## src/rtl/mmu_loader.sv

```systemverilog
// mmu_loader: host byte-stream loader and 2x2 MMU pass sequencer.
// Loads four weight bytes and then four input bytes. It holds them stable on
// weight_*/input_* and drives en/mmu_cycles through a six-cycle feeder pass.
// Optional feature macro: MMU_LOADER_WEIGHT_REUSE_EN. When it is defined, a
// load may keep the stored weights and send only the four input bytes.
module mmu_loader (
    input  logic       clk,
    input  logic       rst,
    input  logic       in_valid,
    input  logic [7:0] in_data,
    input  logic       keep_weights,
    output logic       in_ready,
    output logic [7:0] weight_0,
    output logic [7:0] weight_1,
    output logic [7:0] weight_2,
    output logic [7:0] weight_3,
    output logic [7:0] input_0,
    output logic [7:0] input_1,
    output logic [7:0] input_2,
    output logic [7:0] input_3,
    output logic       en,
    output logic [2:0] mmu_cycles,
    output logic       done
);

    localparam int unsigned DATA_W  = 8;
    localparam int unsigned N_ELEM  = 4;
    localparam int unsigned IDX_W   = 2;
    localparam int unsigned CYC_W   = 3;
    localparam logic [IDX_W-1:0] LAST_IDX = IDX_W'(N_ELEM - 1);
    localparam logic [CYC_W-1:0] LAST_CYC = CYC_W'(5);

    typedef enum logic [1:0] {
        LOAD_W = 2'd0,
        LOAD_I = 2'd1,
        RUN    = 2'd2
    } state_e;

    state_e              state_q, state_d;
    logic [IDX_W-1:0]    idx_q, idx_d;
    logic                weights_valid_q, weights_valid_d;
    logic [DATA_W-1:0]   weight_q [N_ELEM];
    logic [DATA_W-1:0]   weight_d [N_ELEM];
    logic [DATA_W-1:0]   input_q  [N_ELEM];
    logic [DATA_W-1:0]   input_d  [N_ELEM];
    logic                en_q, en_d;
    logic [CYC_W-1:0]    cyc_q, cyc_d;
    logic                done_q, done_d;
    logic                ready_q, ready_d;
    logic                accept_c;

    // A byte transfers only when the registered ready is high.
    assign accept_c = in_valid && ready_q;

`ifndef MMU_LOADER_WEIGHT_REUSE_EN
    // keep_weights has no function in this build.
    logic unused_keep_weights;
    assign unused_keep_weights = keep_weights;
`endif

    // Next-state and next-output computation for the load/run sequencer.
    always_comb begin
        state_d         = state_q;
        idx_d           = idx_q;
        weights_valid_d = weights_valid_q;
        weight_d        = weight_q;
        input_d         = input_q;
        en_d            = en_q;
        cyc_d           = cyc_q;
        done_d          = 1'b0;
        ready_d         = ready_q;

        case (state_q)
            LOAD_W: begin
                ready_d = 1'b1;
                if (accept_c) begin
`ifdef MMU_LOADER_WEIGHT_REUSE_EN
                    if ((idx_q == '0) && weights_valid_q && keep_weights) begin
                        // The first byte is already an input, so skip the weight load.
                        input_d[0] = in_data;
                        idx_d      = IDX_W'(1);
                        state_d    = LOAD_I;
                    end else
`endif
                    begin
                        weight_d[idx_q] = in_data;
                        idx_d           = idx_q + IDX_W'(1);
                        if (idx_q == LAST_IDX) begin
                            weights_valid_d = 1'b1;
                            state_d         = LOAD_I;
                        end
                    end
                end
            end

            LOAD_I: begin
                ready_d = 1'b1;
                if (accept_c) begin
                    input_d[idx_q] = in_data;
                    idx_d          = idx_q + IDX_W'(1);
                    if (idx_q == LAST_IDX) begin
                        state_d = RUN;
                        en_d    = 1'b1;
                        cyc_d   = '0;
                        ready_d = 1'b0;
                    end
                end
            end

            RUN: begin
                ready_d = 1'b0;
                if (cyc_q == LAST_CYC) begin
                    state_d = LOAD_W;
                    idx_d   = '0;
                    en_d    = 1'b0;
                    cyc_d   = '0;
                    done_d  = 1'b1;
                    ready_d = 1'b1;
                end else begin
                    cyc_d = cyc_q + CYC_W'(1);
                end
            end

            default: begin
                state_d = LOAD_W;
                idx_d   = '0;
                en_d    = 1'b0;
                cyc_d   = '0;
            end
        endcase
    end

    // State and output registers; reset discards any partial load.
    always_ff @(posedge clk or posedge rst) begin
        if (rst) begin
            state_q         <= LOAD_W;
            idx_q           <= '0;
            weights_valid_q <= 1'b0;
            en_q            <= 1'b0;
            cyc_q           <= '0;
            done_q          <= 1'b0;
            ready_q         <= 1'b0;
            for (int i = 0; i < N_ELEM; i++) begin
                weight_q[i] <= '0;
                input_q[i]  <= '0;
            end
        end else begin
            state_q         <= state_d;
            idx_q           <= idx_d;
            weights_valid_q <= weights_valid_d;
            en_q            <= en_d;
            cyc_q           <= cyc_d;
            done_q          <= done_d;
            ready_q         <= ready_d;
            for (int i = 0; i < N_ELEM; i++) begin
                weight_q[i] <= weight_d[i];
                input_q[i]  <= input_d[i];
            end
        end
    end

    assign in_ready   = ready_q;
    assign weight_0   = weight_q[0];
    assign weight_1   = weight_q[1];
    assign weight_2   = weight_q[2];
    assign weight_3   = weight_q[3];
    assign input_0    = input_q[0];
    assign input_1    = input_q[1];
    assign input_2    = input_q[2];
    assign input_3    = input_q[3];
    assign en         = en_q;
    assign mmu_cycles = cyc_q;
    assign done       = done_q;

endmodule
```

## config.mk

```make
export PLATFORM = sky130hd
export DESIGN_NAME = mmu_loader
export DESIGN_NICKNAME = d
export VERILOG_FILES = /design/src/rtl/mmu_loader.sv
export SDC_FILE = /design/constraint.sdc
export NUM_CORES = 1
export LEC_CHECK = 0
export ABC_AREA = 1
export ABC_CLOCK_PERIOD_IN_PS = 5700
export BUFFER_PORTS_ARGS = -buffer_cell sky130_fd_sc_hd__buf_4
export CORE_MARGIN = 3
export CORE_UTILIZATION = 55
export CTS_CLUSTER_SIZE = 30
export DETAILED_ROUTE_END_ITERATION = 7
export GPL_TIMING_DRIVEN = 0
export PLACE_DENSITY_LB_ADDON = 0.25
export SYNTH_ARGS = -nofsm -noshare
export SYNTH_HDL_FRONTEND = slang
export SYNTH_SLANG_ARGS = --single-unit
```

## constraint.sdc

```tcl
create_clock -name clk -period 5.7 [get_ports clk]
set_input_delay 0.285 -clock clk [delete_from_list [all_inputs] [get_ports clk]]
set_output_delay 0.285 -clock clk [all_outputs]
set_load 0.05 [all_outputs]
```

## After elaboration in Yosys (flattened, before gate mapping)

Index checks and enable logic that the tools add are counted.

- Eq/ne operators: 10
- Reduce and logical (&&, ||, !) cells: 11
- Order comparisons: 2
- $add $sub $neg: 2
- Bitwise gates (word level): 2
- Multiplexer cells: 25
- Div/mod/pow operators: 0
- Multiply operators: 0
- Shift-type cells: 0

Operator list:

| kind | count |
|---|---|
| bitwise mux 32 bit | 2 |
| demux 8 bit (select 2 bit) | 1 |
| two-way mux 2 bit | 6 |
| != test 2 bit, second input constant | 5 |
| two-way mux 3 bit | 3 |
| case mux 3 bit (3 select lines) | 1 |
| two-way mux 8 bit | 1 |
| two-way mux 1 bit | 7 |
| case mux 1 bit (3 select lines) | 2 |
| case mux 2 bit (3 select lines) | 1 |
| AND reduction 2 bit | 3 |
| AND reduction 5 bit | 1 |
| == test 2 bit, second input constant | 2 |
| case mux 2 bit (2 select lines) | 1 |
| AND reduction 4 bit | 1 |
| adder 3 x 1 -> 3 bit, second input constant | 1 |
| == test 3 bit, second input constant | 1 |
| >= comparator 3 bit, second input constant | 1 |
| less-than comparator 3 x 1 -> 1 bit, second input constant | 1 |
| inverter 2 -> 3 bit | 1 |
| AND reduction 3 bit | 1 |
| nonzero test 3 bit | 1 |
| adder 2 x 1 -> 2 bit, second input constant | 1 |
| == test 2 x 1 -> 1 bit, second input constant | 1 |
| other kinds (5) | 6 |

- Output and inout port bits: 70
- Bits in latches: 0
- Register bits after elaboration: 74
- Bits of input ports: 12
- ROM bits: 0
- Memories kept: 0
- Bits in writable memories: 0

## Depth between registers and ports, before layout

Gate-level depths: netlist of the first run.

- Word-level depth: 6
- Gate-level depth with buffers: 8
- Mapped depth without buffers: 8

## Worst setup path before layout of the first run

OpenSTA, ideal clock, no wires.

- Path type: register -> register
- From: reg ready_q, in the netlist in_ready
- To: reg weight_q, in the netlist weight_1[0]
- Path buffers: 1
- Data required time: 5.578 ns
- Slack: 4.216 ns
- Period minus slack after synthesis: 1.484 ns
- Arrival: 1.362 ns
- Cell stages (with the launch flop): 7
- Library setup time: 0.122 ns
- Path through: dfrtp_1 -> nand2_4 -> nor2_4 -> nand2_2 -> buf_6 -> nand2_1 -> o21ai_2

- Word-level cells in the longest chain between the ends: 2

RTL lines:

| what | line | text |
|---|---|---|
| start: declaration | 49 | `logic ready_q, ready_d;` |
| start signal: assignment | 154 | `ready_q <= ready_d;` |
| logical AND 1 bit | 53 | `assign accept_c = in_valid && ready_q;` |
| AND reduction 2 bit (no source line) | -- |  |
| end signal: indexed assignment | 156 | `weight_q[i] <= weight_d[i];` |
| end: declaration | 42 | `logic [DATA_W-1:0] weight_q [N_ELEM];` |

No other way between the ends.
A chain may end at the register's enable or synchronous reset.

## Final worst setup path of the first run

- From: reg state_q[0]
- To: reg weight_q, in the netlist weight_0[0]

- Word-level cells in the longest chain between the ends: 2

RTL lines:

| what | line | text |
|---|---|---|
| start: declaration | 39 | `state_e state_q, state_d;` |
| start signal: assignment | 148 | `state_q <= state_d;` |
| logical NOT 2 bit | -- |  |
| AND reduction 2 bit (no source line) | -- |  |

No other way between the ends.

==> run metrics, run 1 <==
mean routed wirelength per cell about 15 um; syn_area_per_cell 9.924 um2; final hold violation count 0; WS Path Type flop to flop; Reg2Reg Setup Slack 4.05 ns; Most used DFF post-synth dfrtp_1; FF+latch count, synth 74; RSZ-0062 raised after global routing no; initial cell density of the core 0.5817; initial drt markers around 150; first-pass GRT wire length about 11000 um; CP Launch Type flop; Post-CTS Hold Buffers 0; Syn-to-layout area delta 30.27%; total track usage 0.2325; period utilisation layout 0.2892; Clock Skews slightly above 0.009 ns; Congestion Overflow GR 0; CTS Sinks 74; YS warnings 0; HP Class primary input to asynchronous set/reset pin; Final #Nets 420; die area 6468 um2; Seq/Total Area, Yosys 0.6078; CP Max Fanout 10; Setup violations, final 0; Mapped Area 3047 um2; Die H 80.43 um; CTS tree yes; detailed placement HPWL 4896 um; core area 5238 um2; FILL cells ~360; number of synthesized flops with an enable pin 0; MaxCap Viol Count 0; vias in the first global route 2344; clk buf depth 2; initial antenna violation count 0; DRC 0; share of layout cells above drive strength 1 0.3085; via count 2404; Mapped Nets 329; Yosys top cell by area dfrtp_1; Syn Inst Count 307; Routability Congestion ~0.83; outcome finished clean; worst path arrival time 1.87 ns; worst r2r src state_q[0]; Synth cell types 20; htree depth 3; drt total wl 7081 um; CTS Buf Count 9; worst skew pair latency about 0.34 ns; Worst EP required 5.92 ns; worst slew pin tran 0.8755 ns; top cells by count, synth nand2_1 (91), dfrtp_1 (74), o21ai_0 (34); Boundary Pins 82; pin count of the biggest net entering global routing 75; post-synth top area share 0.6078; Final ANT Viol Nets 0; Setup TNS 0 ns; Final Critical Period 1.649 ns; Max Slew Vio Count 0; number of diodes 0; CP Capture Type flop; Avg Vias per Cell 5.093; setup repair bufs after CTS 0; reg2reg end weight_0[0]; die width slightly above 80 um; largest cells by area after synthesis dfrtp_1 (61%), nand2_1 (11%), o21ai_0 (5.6%); drt first pass iters 4; R2R depth 8; CTS resizes 0; Site Rows 26; relative max-transition margin 0.4163; fmax roughly 0.61 GHz; clk slew on worst S/H paths 0.07 ns; count leader, synth nand2_1; root buf cell clkbuf_8; ys async rst share 1.000; I/O Buffers 80
[logic make-up after synthesis]
kind of cell,share of synthesized area
compound gates,0.1265
simple gates,0.1655
fa+ha+maj,0.04107
buf+inv,0.05339
flops,0.6078
xor+xnor,0.005751
[worst max-delay path by stage]
stage               start           to  slack, ns  cells past startpoint
2_1_floorplan         rst         done       3.53                      1
4_1_cts        state_q[0]  weight_0[0]       4.04                      8
3_5_place_dp   state_q[0]  weight_0[0]       4.07                      8
6_report       state_q[0]  weight_0[0]       4.05                      8
3_3_place_gp          rst  weight_2[4]       2.73                      2
5_1_grt        state_q[0]  weight_2[7]       3.89                      8
[area by class of cell]
type / count / area [um2] / share of cell area
Buffer: 8 / 65.06 / 0.01639
Clock buffer: 10 / 127.6 / 0.03216
Sequential cell: 74 / 1852 / 0.4666
Tap cell: 70 / 87.58 / 0.02207
Multi-Input combinational cell: 199 / 1032 / 0.2601
Timing Repair Buffer: 80 / 600.6 / 0.1513
Inverter: 26 / 100.1 / 0.02522
Clock inverter: 5 / 103.9 / 0.02617
[metal layers]
| metal | routed length (um) | global-route usage | up-vias |
|---|---|---|---|
| met5 | 0 | 0 | - |
| met4 | 134 | 0.08446 | 0 |
| met3 | 591 | 0.06951 | 13 |
| met2 | 3355 | 0.3808 | 89 |
| met1 | 2999 | 0.2927 | 1132 |
| li1 | - | - | 1170 |
[stage by stage]
stage	cells	cell area, um2	hold WS (ns)	worst slack (ns)	util
final	472	3969	0.1375	4.051	0.7578
after global routing	472	3969	0.2009	3.890	0.7578
after CTS	472	3969	0.1728	4.043	0.7578
after detailed placement	457	3737	0.4709	4.066	0.7136
after global placement	457	3735	0.4660	2.731	0.7131
after floorplan	307	3047	0.4913	3.533	-
[state kept, by name (all words and copies together) (netlist names), 2 cells and up]
| signal | count |
|---|---|
| input_0 | 8 |
| input_1 | 8 |
| input_2 | 8 |
| input_3 | 8 |
| weight_0 | 8 |
| weight_1 | 8 |
| weight_2 | 8 |
| weight_3 | 8 |
| mmu_cycles | 3 |
| idx_q | 2 |
| state_q | 2 |
[critical path, stage by stage (launching register included)]
cell     delay (ns)
dfrtp_1        0.43
inv_1          0.10
ha_1           0.28
inv_2          0.09
nor2_4         0.19
nand2_2        0.16
buf_6          0.18
nand2_1        0.06
o21ai_1        0.05
[layout by cell type (no fill, tap or decap), types with 2 or more instances in the layout]
master,n
buf_4,80
clkbuf_8,9
dfrtp_1,74
inv_1,24
nand4_1,4
nand2_1,91
buf_6,4
o21ai_2,8
xor2_1,2
nand3_1,4
nand2_2,8
nor2_1,5
o21ai_0,34
ha_1,10
o21ai_1,28
bufinv_16,3
buf_2,4
Power of run 1 is left out: the tool's default activity adds up to more than one toggle a clock period on the data nets, which glitch-free logic cannot reach.
==> run 2: changes to the inputs <==
--- a/config.mk
+++ b/config.mk
@@ -5,11 +5,11 @@
 export SDC_FILE = /design/constraint.sdc
 export NUM_CORES = 1
 export LEC_CHECK = 0
-export ABC_AREA = 1
-export ABC_CLOCK_PERIOD_IN_PS = 5700
+export ABC_AREA = 0
+export ABC_CLOCK_PERIOD_IN_PS = 1400
 export BUFFER_PORTS_ARGS = -buffer_cell sky130_fd_sc_hd__buf_4
 export CORE_MARGIN = 3
-export CORE_UTILIZATION = 55
+export CORE_UTILIZATION = 47
 export CTS_CLUSTER_SIZE = 30
 export DETAILED_ROUTE_END_ITERATION = 7
 export GPL_TIMING_DRIVEN = 0
==> constraint.sdc (replaced) <==
create_clock -name clk -period 1.4 [get_ports clk]
set_input_delay 0.07 -clock clk [delete_from_list [all_inputs] [get_ports clk]]
set_output_delay 0.07 -clock clk [all_outputs]
set_load 0.05 [all_outputs]
==> run 2 against run 1 <==
Effect of this change: the flow now finishes with violations (negative setup slack); via count fell by 15%; utilization fell by 7.1 points; worst setup slack got worse by 4.3 ns; sequential share of layout area fell by 4.5 points; design area rose by 11%; global-route usage fell by 4.8 points; synthesized area rose by 3.2%.
==> run metrics, run 2 <==
worst r2r src state_q[0]; YS warnings 0; Max Slew Vio Count 0; die width 87.81 um; Worst EP required roughly 1.6 ns; outcome finished, violations left; drt first pass iters 4; violated checks negative setup slack; worst path arrival time 1.83 ns; initial cell density of the core 0.4898; syn_area_per_cell about 15 um2; ys async rst share 1.000; largest cells by area after synthesis dfrtp_1 (59%), mux2_2 (20%), ha_1 (4.0%); number of synthesized flops with an enable pin 0; count leader, synth dfrtp_1; most common cell after layout, fill and taps aside buf_4; WS Path Type flop to flop; commonest cells after routing, fill and taps aside buf_4 (87), dfrtp_1 (68), mux2_2 (49); final setup margin -0.2022 ns; Final ANT Viol Nets 0; Syn-to-layout area delta 40.14%; dpl ws -0.3074 ns; Synth cell types 34; initial antenna violation count 0; vias in the first global route 2002; Most used DFF post-synth dfrtp_1; Routability Congestion roughly 0.77; Seq/Total Area, Yosys 0.5887; Mapped Nets between 200 and 250; detailed placement HPWL 4525 um; via count 2036; first-pass GRT wire length 10420 um; root buf cell clkbuf_8; critical-path cell list ha_2 > nor2b_4 > or3_4 > mux2_2; share of layout cells above drive strength 1 0.6741; Congestion Overflow GR 0; fmax 0.6241 GHz; HP Class primary input to flop; final hold violation count 0; final core utilization 0.6863; Setup violations, final 70; Yosys top cell by area dfrtp_1; hold path start in_data[3]; CTS Sinks 74; slowest cell delay on critical path 0.45 ns; die area 7711 um2; CP Capture Type flop; WHS 0.01669 ns; Clock Skews between 0.009 and 0.01 ns; core area 6422 um2; Final Critical Period ~1.6 ns; Mapped Area 3146 um2; CP Launch Type flop; MaxCap Viol Count 0; Die H 87.81 um; placed cell areas between 3000 and 4000 um2; worst skew pair latency 0.34 ns; CTS Buf Count 9; Boundary Pins 82; CP Max Fanout 6; period utilisation layout 1.144; post-route cell area 4408 um2; CP max stage cell dfrtp_2; worst slew pin tran ~0.74 ns; clk buf depth 2; FF+latch count, synth 74; clk slew on worst S/H paths 0.07 ns; post-synth top area share 0.5887; RSZ-0062 raised after global routing yes; Site Rows 29; drt total wl 6770 um; relative max-transition margin 0.5085; total track usage 0.1840; I/O Buffers 80; pin count of the biggest net entering global routing 42; Avg Vias per Cell 5.221; Final #Nets 330; DRC 0; CTS tree yes; initial drt markers 71; htree depth 3; mean routed wirelength per cell 17.36 um; number of diodes 0; Syn Inst Count 207; top cells by count, synth dfrtp_1 (74), mux2_2 (56), ha_1 (10), mux2_1 (10), inv_1 (9); Critical Path Source state_q[0]
[run 2: changes by cell type after synthesis, moves of 4 or more]
cell and delta:
nand2_2 -8, nor2b_1 +4, inv_1 -16, o21ai_2 -8, o21ai_1 -28, mux2_1 +10
o21ai_0 -34, nand2_1 -90, mux2_2 +56, buf_2 -4, nand2_4 +7
[run 2: worst max-delay path: cells and delay by family (launching register included)]
family | cells | cell delay (ns)
simple gates | 2 | 0.51
flops | 1 | 0.45
mux | 1 | 0.28
fa+ha+maj | 1 | 0.25
[run 2: per-stage QoR]
step	setup TNS (ns)	std cells
4_1_cts	-10.39	386
5_1_grt	-13.51	390
2_1_floorplan	-6.375	207
6_report	-10.44	390
3_3_place_gp	-14.88	364
3_5_place_dp	-14.77	365
[run 2: path summary, 6_finish.rpt]
check	to	slack (ns)	depth (start not counted)
worst max-delay path	mmu_cycles[0]	-0.20	4
worst min-delay path	weight_2[3]	0.02	2
worst max register to register	mmu_cycles[0]	-0.20	4
worst min register to register	input_2[6]	0.51	1
max in group asynchronous	mmu_cycles[1]	0.35	4
min in group asynchronous	input_2[5]	0.40	3
[run 2: area by class of cell]
class                      count  area, um2
clock inverter                 4      51.30
clock buffer                  12      145.1
fill                         472       2014
tap                           77      96.34
inverter                       9      40.04
timing repair buffer          91      705.7
sequential                    74       1859
multi-input combinational    121       1475
buffer                         2      35.03
[run 2: logic make-up (layout without fill, tap and decap cells)]
kind of cell             count (synthesis)  after routing  share of synthesized area
adder cells (fa/ha/maj)                 10             10                    0.03978
flip-flops                              74             74                     0.5887
AO/OA/AOI/OAI                           14             14                    0.03859
multiplexers                            66             66                     0.2363
buffers and inverters                   12            118                    0.01909
AND/OR/NAND/NOR                         31             31                    0.07757
[run 2: repair_timing]
action / in CTS / in global routing
setup endpoints to repair: 71 / 72
buffers inserted: 4 / 5
hold buffers: 1 / 0
resized for setup: 24 / 20
hold endpoints to repair: 33 / 0
pin swaps: 2 / 3
[run 2: per-layer routing]
metal	vias up	routed length, um	track usage
met5	-	0	0
met4	0	69	0.07392
met3	5	372	0.05362
met2	53	3315	0.2938
met1	1023	3012	0.2365
li1	955	-	-
Power of run 2 is left out for the same reason.
